$ cat config.mk
export PLATFORM = sky130hd
export DESIGN_NAME = alu_result_collector_flat
export DESIGN_NICKNAME = d
export VERILOG_FILES = /design/src/rtl/alu_result_collector_if.sv /design/src/rtl/alu_result_collector.sv /design/src/flat_wrapper.sv
export SDC_FILE = /design/constraint.sdc
export NUM_CORES = 1
export LEC_CHECK = 0
export CORE_ASPECT_RATIO = 0.9
export CORE_MARGIN = 5
export CORE_UTILIZATION = 44
export DETAILED_ROUTE_END_ITERATION = 6
export PLACE_DENSITY_LB_ADDON = 0.08
export SYNTH_ARGS = -nofsm -noshare
export SYNTH_HDL_FRONTEND = slang
export SYNTH_SLANG_ARGS = --single-unit
$ cat constraint.sdc
create_clock -name clk -period 1.89 [get_ports clk]
set_clock_uncertainty 0.05 [all_clocks]
set_input_delay 0.2835 -clock clk [delete_from_list [all_inputs] [get_ports clk]]
set_output_delay 0.2835 -clock clk [all_outputs]
set_load 0.02 [all_outputs]
$ cat src/rtl/alu_result_collector_if.sv
// ---------------------------------------------------------------------------
// alu_result_collector_if
// Bundles the signals between the ALU initiator, the ALU result/flag outputs,
// the collector and the downstream result consumer.
//
// Signals
//   issue, issue_cmd, issue_mode  command presented to the ALU this cycle
//   res, cout, oflow, g, e, l, err ALU result and flags
//   busy                           collector cannot accept an issue this cycle
//   out_valid/out_ready            valid/ready handshake of the result FIFO head
//   out_cmd, out_mode              command and mode of the head entry
//   out_res, out_flags             captured result and {cout,oflow,g,e,l,err}
//   drop                           one-cycle pulse on rejected issue or lost result
//
// Modports
//   slave  : the collector itself
//   master : the environment (initiator, ALU and consumer)
// ---------------------------------------------------------------------------
interface alu_result_collector_if #(
  parameter int WIDTH_O = 8,
  parameter int WIDTH_C = 4
);
  localparam int RW = 2 * WIDTH_O + 1;

  logic               issue;
  logic [WIDTH_C-1:0] issue_cmd;
  logic               issue_mode;
  logic [RW-1:0]      res;
  logic               cout;
  logic               oflow;
  logic               g;
  logic               e;
  logic               l;
  logic               err;
  logic               busy;
  logic               out_valid;
  logic               out_ready;
  logic [WIDTH_C-1:0] out_cmd;
  logic               out_mode;
  logic [RW-1:0]      out_res;
  logic [5:0]         out_flags;
  logic               drop;

  modport slave (
    input  issue, issue_cmd, issue_mode, res, cout, oflow, g, e, l, err, out_ready,
    output busy, out_valid, out_cmd, out_mode, out_res, out_flags, drop
  );

  modport master (
    output issue, issue_cmd, issue_mode, res, cout, oflow, g, e, l, err, out_ready,
    input  busy, out_valid, out_cmd, out_mode, out_res, out_flags, drop
  );
endinterface

$ cat src/rtl/alu_result_collector.sv
// ---------------------------------------------------------------------------
// alu_result_collector
// Initiator-side response collector for the ALU command interface. Every
// accepted command is tracked through a delay line; on the edge its result
// matures (LAT cycles for ordinary commands, MLAT for MODE=1 CMD 9/10
// multiplies) the ALU result and flags are written into an in-order
// first-word-fall-through FIFO, which is drained over a valid/ready port.
//
// Ports
//   clk    in  rising-edge clock
//   rst_n  in  asynchronous active-low reset
//   bus    alu_result_collector_if.slave (issue side, ALU outputs, result port)
//   res_cnt  out [7:0]  FIFO captures, saturating    (ALU_COLLECT_CNT_EN only)
//   drop_cnt out [7:0]  dropped events, saturating   (ALU_COLLECT_CNT_EN only)
//
// Configuration
//   ALU_COLLECT_CNT_EN  when defined, adds the res_cnt/drop_cnt counters.
// ---------------------------------------------------------------------------
module alu_result_collector #(
  parameter int WIDTH_O = 8,
  parameter int WIDTH_C = 4,
  parameter int LAT     = 1,
  parameter int MLAT    = 2,
  parameter int DEPTH   = 4
) (
  input  logic clk,
  input  logic rst_n,
  alu_result_collector_if.slave bus
`ifdef ALU_COLLECT_CNT_EN
  ,
  output logic [7:0] res_cnt,
  output logic [7:0] drop_cnt
`endif
);

  localparam int RW = 2 * WIDTH_O + 1;
  localparam int AW = $clog2(DEPTH);
  // Stages 1..BW holding a multiply would collide with a new ordinary entry.
  localparam int BW = MLAT - LAT;

  // Delay line, stage index = number of edges since the issue was accepted.
  logic [MLAT:1]      st_valid;
  logic [MLAT:1]      st_mult;
  logic [MLAT:1]      st_mode;
  logic [WIDTH_C-1:0] st_cmd [1:MLAT];

  logic busy;
  logic accept;
  logic reject;
  logic is_mult;

  always_comb begin
    busy = 1'b0;
    for (int k = 1; k <= BW; k++) begin
      if (st_valid[k] && st_mult[k]) busy = 1'b1;
    end
  end

  assign is_mult = bus.issue_mode &&
                   ((bus.issue_cmd == WIDTH_C'(9)) || (bus.issue_cmd == WIDTH_C'(10)));
  assign accept  = bus.issue && !busy;
  assign reject  = bus.issue && busy;

  // Ordinary entries are invalidated once they pass stage LAT so that only
  // multiplies travel on to stage MLAT.
  always_ff @(posedge clk or negedge rst_n) begin
    if (!rst_n) begin
      st_valid <= '0;
      st_mult  <= '0;
      st_mode  <= '0;
      for (int k = 1; k <= MLAT; k++) st_cmd[k] <= '0;
    end else begin
      st_valid[1] <= accept;
      st_mult[1]  <= is_mult;
      st_mode[1]  <= bus.issue_mode;
      st_cmd[1]   <= bus.issue_cmd;
      for (int k = 2; k <= MLAT; k++) begin
        st_valid[k] <= st_valid[k-1] && (st_mult[k-1] || ((k - 1) < LAT));
        st_mult[k]  <= st_mult[k-1];
        st_mode[k]  <= st_mode[k-1];
        st_cmd[k]   <= st_cmd[k-1];
      end
    end
  end

  // At most one entry can mature per edge because the busy window prevents
  // an ordinary and a multiply from lining up.
  logic               cap_ord;
  logic               cap_mul;
  logic               capture;
  logic [WIDTH_C-1:0] cap_cmd;
  logic               cap_mode;

  assign cap_ord  = st_valid[LAT] && !st_mult[LAT];
  assign cap_mul  = st_valid[MLAT] && st_mult[MLAT];
  assign capture  = cap_ord || cap_mul;
  assign cap_cmd  = cap_ord ? st_cmd[LAT] : st_cmd[MLAT];
  assign cap_mode = cap_ord ? st_mode[LAT] : st_mode[MLAT];

  // Result FIFO; the extra pointer bit separates full from empty.
  logic [AW:0]        wr_ptr;
  logic [AW:0]        rd_ptr;
  logic [WIDTH_C-1:0] mem_cmd   [DEPTH];
  logic [DEPTH-1:0]   mem_mode;
  logic [RW-1:0]      mem_res   [DEPTH];
  logic [5:0]         mem_flags [DEPTH];

  logic empty;
  logic full;
  logic pop;
  logic push;
  logic lost;
  logic drop_q;

  assign empty = (wr_ptr == rd_ptr);
  assign full  = (wr_ptr[AW] != rd_ptr[AW]) && (wr_ptr[AW-1:0] == rd_ptr[AW-1:0]);
  assign pop   = !empty && bus.out_ready;
  assign push  = capture && (!full || pop);
  assign lost  = capture && full && !pop;

  // Storage is cleared on reset so the head outputs read as zero afterwards.
  always_ff @(posedge clk or negedge rst_n) begin
    if (!rst_n) begin
      wr_ptr   <= '0;
      rd_ptr   <= '0;
      mem_mode <= '0;
      for (int i = 0; i < DEPTH; i++) begin
        mem_cmd[i]   <= '0;
        mem_res[i]   <= '0;
        mem_flags[i] <= '0;
      end
    end else begin
      if (push) begin
        mem_cmd[wr_ptr[AW-1:0]]   <= cap_cmd;
        mem_mode[wr_ptr[AW-1:0]]  <= cap_mode;
        mem_res[wr_ptr[AW-1:0]]   <= bus.res;
        mem_flags[wr_ptr[AW-1:0]] <= {bus.cout, bus.oflow, bus.g, bus.e, bus.l, bus.err};
        wr_ptr                    <= wr_ptr + 1'b1;
      end
      if (pop) rd_ptr <= rd_ptr + 1'b1;
    end
  end

  // A rejected issue and a lost result on the same edge give a single pulse.
  always_ff @(posedge clk or negedge rst_n) begin
    if (!rst_n) drop_q <= 1'b0;
    else        drop_q <= reject || lost;
  end

  assign bus.busy      = busy;
  assign bus.drop      = drop_q;
  assign bus.out_valid = !empty;
  assign bus.out_cmd   = mem_cmd[rd_ptr[AW-1:0]];
  assign bus.out_mode  = mem_mode[rd_ptr[AW-1:0]];
  assign bus.out_res   = mem_res[rd_ptr[AW-1:0]];
  assign bus.out_flags = mem_flags[rd_ptr[AW-1:0]];

`ifdef ALU_COLLECT_CNT_EN
  // drop_cnt counts both events separately even when they share one pulse.
  logic [1:0] drop_inc;
  logic [8:0] drop_sum;

  assign drop_inc = {1'b0, reject} + {1'b0, lost};
  assign drop_sum = {1'b0, drop_cnt} + {7'b0, drop_inc};

  always_ff @(posedge clk or negedge rst_n) begin
    if (!rst_n) begin
      res_cnt  <= '0;
      drop_cnt <= '0;
    end else begin
      if (push && (res_cnt != 8'hFF)) res_cnt <= res_cnt + 8'd1;
      drop_cnt <= drop_sum[8] ? 8'hFF : drop_sum[7:0];
    end
  end
`endif

endmodule

$ cat src/flat_wrapper.sv
// flat-port wrapper written by rule: the top's interface ports become plain ports
module alu_result_collector_flat 
#(
  parameter int WIDTH_O = 8,
  parameter int WIDTH_C = 4,
  parameter int LAT     = 1,
  parameter int MLAT    = 2,
  parameter int DEPTH   = 4
)
  (clk, rst_n, bus_issue, bus_issue_cmd, bus_issue_mode, bus_res, bus_cout, bus_oflow, bus_g, bus_e, bus_l, bus_err, bus_out_ready, bus_busy, bus_out_valid, bus_out_cmd, bus_out_mode, bus_out_res, bus_out_flags, bus_drop);
  alu_result_collector_if #(.WIDTH_O(WIDTH_O), .WIDTH_C(WIDTH_C)) bus_i ();
  input  logic clk;
  input  logic rst_n;
  input wire logic [$bits(bus_i.issue)-1:0] bus_issue;
  input wire logic [$bits(bus_i.issue_cmd)-1:0] bus_issue_cmd;
  input wire logic [$bits(bus_i.issue_mode)-1:0] bus_issue_mode;
  input wire logic [$bits(bus_i.res)-1:0] bus_res;
  input wire logic [$bits(bus_i.cout)-1:0] bus_cout;
  input wire logic [$bits(bus_i.oflow)-1:0] bus_oflow;
  input wire logic [$bits(bus_i.g)-1:0] bus_g;
  input wire logic [$bits(bus_i.e)-1:0] bus_e;
  input wire logic [$bits(bus_i.l)-1:0] bus_l;
  input wire logic [$bits(bus_i.err)-1:0] bus_err;
  input wire logic [$bits(bus_i.out_ready)-1:0] bus_out_ready;
  output wire logic [$bits(bus_i.busy)-1:0] bus_busy;
  output wire logic [$bits(bus_i.out_valid)-1:0] bus_out_valid;
  output wire logic [$bits(bus_i.out_cmd)-1:0] bus_out_cmd;
  output wire logic [$bits(bus_i.out_mode)-1:0] bus_out_mode;
  output wire logic [$bits(bus_i.out_res)-1:0] bus_out_res;
  output wire logic [$bits(bus_i.out_flags)-1:0] bus_out_flags;
  output wire logic [$bits(bus_i.drop)-1:0] bus_drop;
  assign bus_i.issue = bus_issue;
  assign bus_i.issue_cmd = bus_issue_cmd;
  assign bus_i.issue_mode = bus_issue_mode;
  assign bus_i.res = bus_res;
  assign bus_i.cout = bus_cout;
  assign bus_i.oflow = bus_oflow;
  assign bus_i.g = bus_g;
  assign bus_i.e = bus_e;
  assign bus_i.l = bus_l;
  assign bus_i.err = bus_err;
  assign bus_i.out_ready = bus_out_ready;
  assign bus_busy = bus_i.busy;
  assign bus_out_valid = bus_i.out_valid;
  assign bus_out_cmd = bus_i.out_cmd;
  assign bus_out_mode = bus_i.out_mode;
  assign bus_out_res = bus_i.out_res;
  assign bus_out_flags = bus_i.out_flags;
  assign bus_drop = bus_i.drop;
  alu_result_collector #(.WIDTH_O(WIDTH_O), .WIDTH_C(WIDTH_C), .LAT(LAT), .MLAT(MLAT), .DEPTH(DEPTH)) u_core (.clk(clk), .rst_n(rst_n), .bus(bus_i));
endmodule
======== Word-level counts from Yosys, hierarchy flattened ========
Index checks and enable logic that the tools add are counted.
W data, S select, Z words.
word-level totals
  register bits ........................... 133
  bits of input ports ..................... 32
  output and inout bits ................... 31
  logic and storage cells ................. 84
cells by class
  add/subtract/negate cells ............... 2
  magnitude comparators ................... 6
  eq/ne operators ......................... 5
  muxes and demuxes ....................... 26
  bitwise gates (word level) .............. 2
  reduce and logical (&&, ||, !) cells .... 22
operator list
  operator               number
  $bwmux W68             1
  $mux W17               3
  $bmux W17 S2           1
  $demux W17 S2          1
  $bwmux W24             1
  $mux W6                3
  $bwmux W16             1
  $mux W4                4
  $logic_and A1 B1 Y1    13
  $bmux W6 S2            1
  $demux W6 S2           1
  $bmux W4 S2            1
  $demux W4 S2           1
  $eq A4 B4 Y1 const B   2
  $add A3 B1 Y3 const B  2
  $ge A3 B3 Y1 const B   2
  $lt A2 B3 Y1 const B   2
  $not A2 Y3             2
  $logic_not A1 Y1       5
  $bwmux W4              1
  $logic_or A1 B1 Y1     4
  $mux W1                4
  $eq A3 B3 Y1           1
  $lt A3 B1 Y1 const B   1
  5 further kinds        5

======== Longest topological paths before layout ========
  word-level depth ........................ 6
  gate-level depth with buffers ........... 7
  mapped depth without buffers ............ 4

======== Worst setup path before layout ========
Ideal clock, no wire load.
  path type ............................... register -> register
  start point ............................. register u_core.st_mult[1] (netlist bit)
  end point ............................... register u_core.mem_res[10] (netlist bit)
  setup time .............................. 0.127 ns
  data arrival time ....................... 1.770 ns
  path slack .............................. -0.057 ns
  stages on the path, launching flop included .. 8
  period minus slack after synthesis ...... 1.947 ns
  path through ............................ dfrtp_1 > nand2b_1 > clkbuf_1 > and2_1 > nor3b_1 > buf_2 > buf_6 > mux2_1
between the ends
  cells in the longest elaborated chain, start to end .. 4
ends and longest elaborated chain
  what                               line                         text
  from (decl)                        alu_result_collector.sv:43   logic [MLAT:1] st_mult;
  from (signal, indexed assignment)  alu_result_collector.sv:79   st_mult[k] <= st_mult[k-1];
  $logic_not A1 Y1                   alu_result_collector.sv:94   assign cap_ord = st_valid[LAT] && !st_mult[LAT];
  $logic_and A1 B1 Y1                alu_result_collector.sv:94
  $logic_or A1 B1 Y1                 alu_result_collector.sv:96   assign capture = cap_ord || cap_mul;
  $logic_and A1 B1 Y1                alu_result_collector.sv:118  assign push = capture && (!full || pop);
  to (signal, indexed assignment)    alu_result_collector.sv:136  mem_res[wr_ptr[AW-1:0]] <= bus.res;
  to (decl)                          alu_result_collector.sv:105  logic [RW-1:0] mem_res [DEPTH];
Every way passes these cells.
A chain may end at the register's enable or synchronous reset.

======== Worst setup path in the final report ========
  start point ............................. register u_core.rd_ptr[0]
  end point ............................... output bus_out_res[8]
between the ends
  cells in the longest elaborated chain, start to end .. 4
ends and longest elaborated chain
  what                                          line                         text
  from (decl)                                   alu_result_collector.sv:102  logic [AW:0] rd_ptr;
  from (signal assigned)                        alu_result_collector.sv:140  if (pop) rd_ptr <= rd_ptr + 1'b1;
  $not A2 Y3 (implied by the code)              alu_result_collector.sv:155  assign bus.out_res = mem_res[rd_ptr[AW-1:0]];
  $bmux W17 S2                                  alu_result_collector.sv:155
  $mux W17 (implied by the code) (2 in series)  alu_result_collector.sv:155
  to (decl)                                     flat_wrapper.sv:29           output wire logic [$bits(bus_i.out_res)-1:0] bus_out_res;
Every way passes these cells. The select of a mux whose other input is x is not followed.

==> tab_implementation.tex <==
\begin{tabular}{lr}
\hline
Metric & Value \\
\hline
\multicolumn{2}{l}{\textbf{Global routing}} \\
Grt ovf & 0 \\
Total GRT Usage & around 17\% \\
Antenna violations before repair & 0 \\
Global-route wire length before repair & 20,040 µm \\
Largest net degree at the start of global routing & 46 \\
Vias in the first global route & $\sim$3,700 \\
\multicolumn{2}{l}{\textbf{Yosys}} \\
Adder and majority gate portion of the synthesized area & under 10\% \\
Warnings, synthesis & 0 \\
XOR/XNOR share of the synthesized area & 1.079\% \\
Main area contributors after synthesis & dfrtp\_1, mux2\_1, mux4\_2 \\
Seq/Total Area, Yosys & approximately 60\% \\
Post-synth design cell area & $\sim$5700 µm² \\
Share of the synthesized area in the top cell type & between 50\% and 60\% \\
Synth Net Count & $\sim$370 \\
Syn Inst Count & approximately 340 \\
Compound-cell area share of the yosys netlist & less than 1\% \\
Synthesized area per cell & $\sim$17 µm² \\
Synth cell types & 26 \\
Multiplexer fraction of the synthesized cell area & approximately a third \\
Main combinational cell family by area after synthesis & multiplexers \\
Biggest area consumer among synthesized cells & dfrtp\_1 \\
Simple-gate portion of the synthesized area & 2.135\% \\
Yosys reg bits & between 100 and 150 \\
\multicolumn{2}{l}{\textbf{Critical path}} \\
Startpoint-to-endpoint class of the critical path & reg2out \\
R2r worst-path depth & 8 \\
CP startpoint kind & flip-flop \\
Critical path required time & 1560 ps \\
R2r startpoint & u\_core.rd\_ptr[0] \\
Critical Path Source & u\_core.rd\_ptr[0] \\
Worst setup EP type & primary output \\
Critical path data arrival time & approximately 1900 ps \\
Setup slack, reg-to-reg & -330 ps \\
Endpoint of the most critical setup path & bus\_out\_res[8] \\
Capturing point of the worst reg2reg path & u\_core.mem\_cmd[11] \\
Maximum fanout count along the critical path & 6 \\
\multicolumn{2}{l}{\textbf{Timing}} \\
Crit share post-route & 117.8\% \\
Min setup slack post-route & -336.1 ps \\
Worst-Margin Slew & about 460 ps \\
Count of final setup violators & 142 \\
Worst-case headroom to the max-slew limit & $\sim$69\% \\
Setup repair after global routing missed its margin & yes \\
Final TNS setup & -34,180 ps \\
Number of slew-limit violations in the final report & 0 \\
Shortest clock period the worst path allows after layout & roughly 2200 ps \\
Max frequency & 449.2 MHz \\
Number of endpoints with negative hold slack in the final report & 0 \\
\multicolumn{2}{l}{\textbf{CTS}} \\
TritonCTS buffer count & 17 \\
Clock slew at reported path FFs & around 50 ps \\
H-Tree Depth & 4 \\
Sink Count & 133 \\
Worst-skew pair later-pin latency & between 400 and 500 ps \\
CTS tree & yes \\
Clk root buf & clkbuf\_16 \\
Buffer depth of the longest clock path & 2 \\
\multicolumn{2}{l}{\textbf{Routing}} \\
Number of vias in the routed layout & approximately 3,400 \\
DRC violations left & 0 \\
Routed length per placed instance & between 20 and 25 µm \\
Number of iterations in the first detailed-routing pass & 4 \\
Initial DRC Count & approximately 180 \\
Vias per cell & approximately 5.3 \\
Routed wire length & $\sim$13,000 µm \\
Number of nets with antenna violations after detailed routing & 0 \\
\multicolumn{2}{l}{\textbf{Floorplanning}} \\
Die Width & between 100 and 150 µm \\
Site Rows & 39 \\
Starting density of the core & between 40\% and 50\% \\
Chip height & 117.8 µm \\
Core area & approximately 13,000 µm² \\
Total Die Area & $\sim$15,000 µm² \\
Number of ports placed on the die boundary & 63 \\
\multicolumn{2}{l}{\textbf{Power and ir drop}} \\
Logic pwr share & 51.4\% \\
Power Dens Cells & $\sim$2000 nW/µm² \\
Switching pwr & 5.161 mW \\
Relative contribution of sequential cells to total power & around 29\% \\
Cell internal power dissipation & roughly 12 mW \\
Largest vdd supply drop & 0.001217 V \\
Sw Share & 30.71\% \\
P\_leak & between 3 and 4 nW \\
Part of the total power dissipated in the clock network & between 10\% and 20\% \\
\multicolumn{2}{l}{\textbf{Place}} \\
GPL Wtd Cong & 0.6998 \\
Dpl hpwl & around 7300 µm \\
Input/output buffers & 62 \\
Cell count after placement & 571 \\
Setup slack after placement & -233.4 ps \\
\multicolumn{2}{l}{\textbf{Cells and area}} \\
Most common cell after layout, fill and taps aside & dfrtp\_1 \\
Synthesis-to-layout area growth & 45.94\% \\
Proportion of layout cells with a drive suffix above 1 & 53.22\% \\
Diodes inserted & 0 \\
Commonest cells after routing, fill and taps aside & dfrtp\_1, mux2\_4, buf\_6, clkdlybuf4s50\_1, mux4\_2 \\
Number of nets in the finished design & 493 \\
Cell Count, Final, Fillers Out & 630 \\
\multicolumn{2}{l}{\textbf{Status}} \\
Violated checks & negative setup slack \\
Outcome & finished, violations left \\
\multicolumn{2}{l}{\textbf{Run}} \\
Count of max-cap constraint violations & 0 \\
\multicolumn{2}{l}{\textbf{Hold path}} \\
Hold/Removal Path Class & in2reg \\
\hline
\end{tabular}
-- timing repair --
action,CTS,global route
pin swaps,2,0
hold endpoints to repair,40,0
setup buffers,12,7
endpoints found under the setup margin,142,143
gates resized for setup,197,99
cloned,9,5
hold buffers,1,0
-- worst min-delay path by stage --
stage / start / end / slack (ps) / cells past startpoint
after global placement: rst_n / u_core.bus.drop / 200 / 1
after global routing: bus_issue_cmd[3] / u_core.st_cmd[7] / 280 / 1
after floorplan: rst_n / u_core.bus.drop / -60 / 0
final: bus_issue_cmd[3] / u_core.st_cmd[7] / 290 / 1
after detailed placement: rst_n / u_core.wr_ptr[2] / 200 / 1
after CTS: bus_issue_cmd[3] / u_core.st_cmd[7] / 270 / 1
-- layout make-up --
| type | count | area, µm² |
|---|---|---|
| fillers | 915 | 4392 |
| flip-flops and latches | 133 | 3332 |
| multi-input cells | 182 | 2636 |
| repair buffers | 120 | 1543 |
| clock buffers | 24 | 471.7 |
| well taps | 164 | 205.2 |
| clock inverters | 5 | 100.1 |
| inverters | 2 | 7.507 |
-- cells by family (layout without fill, tap and decap cells) --
kind of cell,Yosys count,count (layout)
DFF,133,133
xor gates and xnor gates,7,7
and+or+nand+nor,20,20
adders and majority gates,5,5
AOI/OAI and AO/OA,4,4
muxes,146,146
buffers and inverters,21,151
-- through the flow --
stage          total power, mW  utilization (%)  instance area (µm²)  hold WS, ps
2_1_floorplan            8.636                -                 5697       -62.09
3_3_place_gp             11.17            53.36                 6770        195.7
3_5_place_dp             11.32            53.36                 6770        200.3
4_1_cts                  15.71            61.53                 7806        270.0
5_1_grt                  17.62            65.38                 8295        281.6
6_report                 16.80            65.38                 8295        289.2
-- power groups by stage --
stage | clock network [mW] | registers [mW] | logic [mW]
3_5_place_dp | 0 | 4.85 | 6.48
5_1_grt | 3.45 | 5.08 | 9.10
2_1_floorplan | 0 | 4.63 | 4.01
4_1_cts | 3.30 | 4.85 | 7.55
3_3_place_gp | 0 | 4.79 | 6.38
6_report | 3.24 | 4.93 | 8.63
-- critical path, stage by stage (launching register included) --
cell and delay [ps]:
dfrtp_4 500, buf_4 150, buf_12 120, mux4_2 550, buf_6 160
-- layer usage --
| layer | GRT usage, % | routed length (µm) | share of wire [%] | vias to the layer above |
|---|---|---|---|---|
| li1 | - | - | - | 1487 |
| met1 | 24.50 | 6353 | 48 | 1801 |
| met2 | 26.32 | 6351 | 48 | 61 |
| met3 | 4.991 | 518 | 3.9 | 11 |
| met4 | 5.455 | 133 | 1.0 | 0 |
| met5 | 0 | 0 | 0 | - |
-- cells in the mapped netlist --
cell type	instances
a21bo_2	1
clkbuf_1	3
inv_1	2
ha_1	5
buf_4	6
mux4_2	28
buf_2	7
mux2_1	70
buf_6	1
a22o_1	1
o311ai_0	1
nor3b_1	4
nand2_1	7
nor2b_1	1
nor4_4	1
mux2_2	48
o22ai_1	1
xor2_1	3
nand4_1	1
nand2b_1	1
xnor2_1	4
and2_1	2
dfrtp_1	133
buf_1	2
nor3_1	1
nor2_1	2
-- flip-flops by register name (all words and copies together) (netlist names), 3 cells and up --
register,count
u_core.mem_res,68
u_core.mem_flags,24
u_core.mem_cmd,16
u_core.st_cmd,8
u_core.mem_mode,4
u_core.rd_ptr,3
u_core.wr_ptr,3
Power figures use the tool's default switching activity.
